<file path="config.mk">
export PLATFORM = sky130hd
export DESIGN_NAME = accel_seq
export DESIGN_NICKNAME = d
export VERILOG_FILES = /design/src/rtl/accel_seq.sv
export SDC_FILE = /design/constraint.sdc
export NUM_CORES = 1
export LEC_CHECK = 0
export CAP_MARGIN = 5
export CORE_AREA = 5 5 59 61
export CTS_BUF_LIST = sky130_fd_sc_hd__clkbuf_8
export CTS_CLUSTER_DIAMETER = 30
export CTS_CLUSTER_SIZE = 28
export DETAILED_ROUTE_END_ITERATION = 10
export DIE_AREA = 0 0 64 66
export PLACE_DENSITY = 0.77
export SYNTH_ARGS = -nofsm -noshare
export SYNTH_HDL_FRONTEND = slang
export SYNTH_SLANG_ARGS = --single-unit
</file>
<file path="constraint.sdc">
create_clock -name clk_i -period 2.85 [get_ports clk_i]
set_input_delay 0.7125 -clock clk_i [delete_from_list [all_inputs] [get_ports clk_i]]
set_output_delay 0.7125 -clock clk_i [all_outputs]
set_load 0.005 [all_outputs]
</file>
<file path="src/rtl/accel_seq.sv">
// Power/run sequencer for the tile accelerator core: power-up delay, isolation control,
// job launch on a start edge, and a watchdog that forces a finish on a hung job.
module accel_seq #(
  parameter int PWRUP_CYCLES   = 16,
  parameter int CNT_W          = 8,
  parameter int TIMEOUT_CYCLES = 1024,
  parameter int TO_W           = 16
) (
  input  logic       clk_i,
  input  logic       rst_ni,
  input  logic       sw_on_i,
  input  logic       start_i,
  output logic       rdy_o,
  output logic       int_fin_o,
  output logic       timeout_o,
  output logic       core_pwr_en_o,
  output logic       core_iso_o,
  output logic       core_start_o,
  input  logic       core_done_i,
  output logic [2:0] state_o
);

  typedef enum logic [2:0] {
    OFF   = 3'd0,
    PWRUP = 3'd1,
    IDLE  = 3'd2,
    RUN   = 3'd3,
    FIN   = 3'd4,
    PWRDN = 3'd5
  } state_t;

  localparam logic [CNT_W-1:0] PCNT_LAST = CNT_W'(PWRUP_CYCLES - 1);
  // With the watchdog disabled the compare value is never used.
  localparam logic [TO_W-1:0]  TCNT_LAST = (TIMEOUT_CYCLES == 0) ? '0 : TO_W'(TIMEOUT_CYCLES - 1);
  localparam bit               WDOG_EN   = (TIMEOUT_CYCLES != 0);

  state_t            state_reg, state_next;
  logic [CNT_W-1:0]  pcnt_reg, pcnt_next;
  logic [TO_W-1:0]   tcnt_reg, tcnt_next;
  logic              timeout_reg, timeout_next;
  logic              start_pulse_reg, start_pulse_next;
  logic              start_q_reg;
  logic              start_rise;

  assign start_rise = start_i & ~start_q_reg;

  always_ff @(posedge clk_i or negedge rst_ni) begin
    if (!rst_ni) begin
      state_reg       <= OFF;
      pcnt_reg        <= '0;
      tcnt_reg        <= '0;
      timeout_reg     <= 1'b0;
      start_pulse_reg <= 1'b0;
      start_q_reg     <= 1'b0;
    end else begin
      state_reg       <= state_next;
      pcnt_reg        <= pcnt_next;
      tcnt_reg        <= tcnt_next;
      timeout_reg     <= timeout_next;
      start_pulse_reg <= start_pulse_next;
      start_q_reg     <= start_i;
    end
  end

  always_comb begin
    state_next       = state_reg;
    pcnt_next        = pcnt_reg;
    tcnt_next        = tcnt_reg;
    timeout_next     = timeout_reg;
    start_pulse_next = 1'b0;
    case (state_reg)
      OFF: begin
        if (sw_on_i) begin
          state_next = PWRUP;
          pcnt_next  = '0;
        end
      end
      PWRUP: begin
        pcnt_next = pcnt_reg + CNT_W'(1);
        if (!sw_on_i)                    state_next = PWRDN;
        else if (pcnt_reg == PCNT_LAST)  state_next = IDLE;
      end
      IDLE: begin
        // Power-down request outranks a simultaneous job request.
        if (!sw_on_i) begin
          state_next = PWRDN;
        end else if (start_rise) begin
          state_next       = RUN;
          start_pulse_next = 1'b1;
          tcnt_next        = '0;
          timeout_next     = 1'b0;
        end
      end
      RUN: begin
        tcnt_next = tcnt_reg + TO_W'(1);
        if (core_done_i) begin
          state_next = FIN;
        end else if (WDOG_EN && (tcnt_reg == TCNT_LAST)) begin
          state_next   = FIN;
          timeout_next = 1'b1;
        end
      end
      FIN:     state_next = sw_on_i ? IDLE : PWRDN;
      PWRDN:   state_next = OFF;
      default: state_next = OFF;
    endcase
  end

  assign rdy_o         = (state_reg == IDLE);
  assign int_fin_o     = (state_reg == FIN);
  assign timeout_o     = timeout_reg;
  assign core_pwr_en_o = (state_reg == PWRUP) || (state_reg == IDLE) || (state_reg == RUN) ||
                         (state_reg == FIN)   || (state_reg == PWRDN);
  assign core_iso_o    = !((state_reg == IDLE) || (state_reg == RUN) || (state_reg == FIN));
  assign core_start_o  = start_pulse_reg;
  assign state_o       = state_reg;

endmodule

</file>
==> impl_metrics.toml <==
[yosys]
syn_nets = 173
synth_area_leaders = "dfrtp_1 (47%), xor2_1 (6.1%), nor2_1 (5.2%)"
synth_flop_cell = "dfrtp_1"
ys_types = 43
synth_top_area_share_pct = 47.3
synth_area_leader_cell = "dfrtp_1"
synth_common_cells = "dfrtp_1 (30), nor2_1 (22), nand2_1 (19)"
yosysSeqAreaShare_pct = 47.3
synth_seq_cells = 30
netlist_area_mm2 = 0.00159
syn_inst = 166
synth_edf_count = 0
yosys_warnings = 0
async_reset_ff_share_pct = 100
yosysMostFrequentCell = "dfrtp_1"
avgSynthCellArea_um2 = 9.56

[finish]
post-route-util_pct = 63.2
drive_gt1_share_pct = 10.8
diodes = 0
syn2layout_area_growth_pct = 16.6
nFillCells = 234
finalNetCount = 191
largest_reg_flops = 16
design_area_mm2 = 0.00185
layout.cells.non_filler = 218

[worst_setup_path]
timing.rr.end = "pcnt_reg[3]"
crit_path_end_kind = "output port"
reg2reg_slack_ps = 1010
critPathLaunchType = "flip-flop"
max_stage_delay_ps = 620
cp_num_buf_inv = 1
r2r_cells = 6
cp.required_ps = 2140
crit_chain = "nand2b_1 -> nor2_1 -> clkdlybuf4s50_1"
worstSetupPathType = "reg -> out"
slowest_stage = "dfrtp_1"
crit_arrival_ps = 1850
cp_max_fo = 15
critPathTopFamily = "flip-flops"
reg2reg_from = "state_o[0]"

[power_and_ir_drop]
p_clk_share_pct = 22.5
power_leakage_nw = 0.832
peakVddDrop_mv = 0.725
p_seq_share_pct = 41.4
total_power_mw = 1.57
p_switching_mw = 0.572
power_frac_comb_pct = 36.1
intPower_mw = 0.995
power-per-cell-area_mw_per_mm2 = 846
p_sw_share_pct = 36.5

[route]
drt_wl_total_um = 3100
routed-via-count = 1218
wl_per_cell_um = 14.2
via_per_inst = 5.59
dr.pass1.iters = 4
drtIter0Drc = 30
detail-route-antenna-nets = 0
drc = 0

[floorplanning]
io_pins = 14
start_util_pct = 54.2
core_area_mm2 = 0.00293
rows = 20
dieWidth_um = 64
dieArea_mm2 = 0.00422
die_y_um = 66

[place]
globalplace.congestion = 0.824
dp_hpwl_um = 2220
dp.cells = 210
place_area_mm2 = 0.00176
dp_slack_ps = 361
place.port_buffers = 13

[global_route]
antenna_found_initial = 0
grt_pass1_vias = 1253
grt_max_degree = 31
grt.total_usage_pct = 17.0
grt-ovfl-total = 0
grt_pass1_wl_um = 5550

[sta]
slew_viol_final = 0
period_share_pct = 90.0
setup_ws_ps = 286
holdWs_ps = 503
worst_slew_pin_slew_ps = 491
rsz0062_at_grt = "no"
post-route-min-period_ps = 2560
hold_viol = 0
final.setup.tns_ps = 0
fmax_mhz = 390
maxSlewHeadroom_pct = 67.1
setup_violations = 0
finClkSkew_ps = 5.77

[hold_path]
holdPathEnd = "pcnt_reg[7]"
hold_path_class = "reg -> reg"
hold_start = "pcnt_reg[7]"
hold_path_depth = 1

[clock_tree]
cts_tree = "built"
postCtsHoldBufs = 0
post_cts_buffers = 0
cts_buffers = 5
clk_pin_slew_ps = 70
cts_resized = 0
cts.sinks = 30
clk_path_buf_depth = 2
clk_latency_ps = 280
cts_root_buf = "clkbuf_8"
htree_levels = 2

[job]
drv_cap = 0

[status]
status = "finished, final reports clean"
==> placed cells by master (no fill, tap or decap), types with 2 or more instances in the layout <==
| cell type | netlist | final |
|---|---|---|
| nand2b_1 | 2 | 2 |
| o21ai_0 | 7 | 7 |
| a21oi_1 | 4 | 4 |
| clkdlybuf4s50_1 | 0 | 13 |
| clkbuf_8 | 0 | 6 |
| nand2_1 | 19 | 19 |
| and3_1 | 6 | 6 |
| xnor2_1 | 4 | 4 |
| nand4_1 | 4 | 4 |
| inv_1 | 5 | 5 |
| nor3_1 | 3 | 3 |
| o31ai_1 | 2 | 2 |
| dfrtp_1 | 30 | 30 |
| maj3_1 | 2 | 2 |
| nor2_1 | 22 | 22 |
| buf_4 | 1 | 3 |
| and2_1 | 2 | 2 |
| xor2_1 | 11 | 11 |
| nand3_1 | 13 | 13 |
| nor4_1 | 2 | 2 |
| ha_1 | 2 | 2 |
==> per-layer routing <==
metal	wire length (um)	track usage [%]
met1	1440	20.2
met2	1490	28.0
met3	115	5.44
met4	48	7.27
met5	0	0
==> power groups by stage <==
stage          combinational [mW]  sequential, mW  clock, mW
6_report                    0.565           0.649      0.353
5_1_grt                     0.640           0.675      0.383
4_1_cts                     0.573           0.647      0.361
3_5_place_dp                0.570           0.652          0
3_3_place_gp                0.548           0.646          0
2_1_floorplan               0.427           0.605          0
==> cell families after synthesis <==
group / share of synthesized area [%]
simple gates: 25.9
xor+xnor: 8.27
flops: 47.3
buf+inv: 2.76
mux: 0.630
compound gates: 12.3
fa+ha+maj: 2.84
==> area by class of cell <==
class	count	area (um2)	area share (%)
Clock buffer	6	82.6	4.46
Clock inverter	2	12.5	0.676
Inverter	5	18.8	1.01
Multi-Input combinational cell	126	793	42.8
Sequential cell	30	751	40.5
Tap cell	33	41.3	2.23
Timing Repair Buffer	16	153	8.24
==> how the worst max path moves through the flow <==
| stage | start | endpoint | depth (start not counted) |
|---|---|---|---|
| 2_1_floorplan | state_o[0] | core_iso_o | 3 |
| 3_3_place_gp | sw_on_i | tcnt_reg[12] | 6 |
| 3_5_place_dp | sw_on_i | pcnt_reg[3] | 6 |
| 4_1_cts | state_o[1] | rdy_o | 3 |
| 5_1_grt | state_o[1] | rdy_o | 3 |
| 6_report | state_o[1] | rdy_o | 3 |
==> worst register-to-register path: cells and delay by family, from the launching register on <==
| kind | cells | cell delay (ps) |
|---|---|---|
| AND/OR/NAND/NOR | 3 | 910 |
| flip-flops | 1 | 420 |
| buffers and inverters | 1 | 200 |
| AO/OA/AOI/OAI | 2 | 180 |
(Power assumes the default switching activity.)
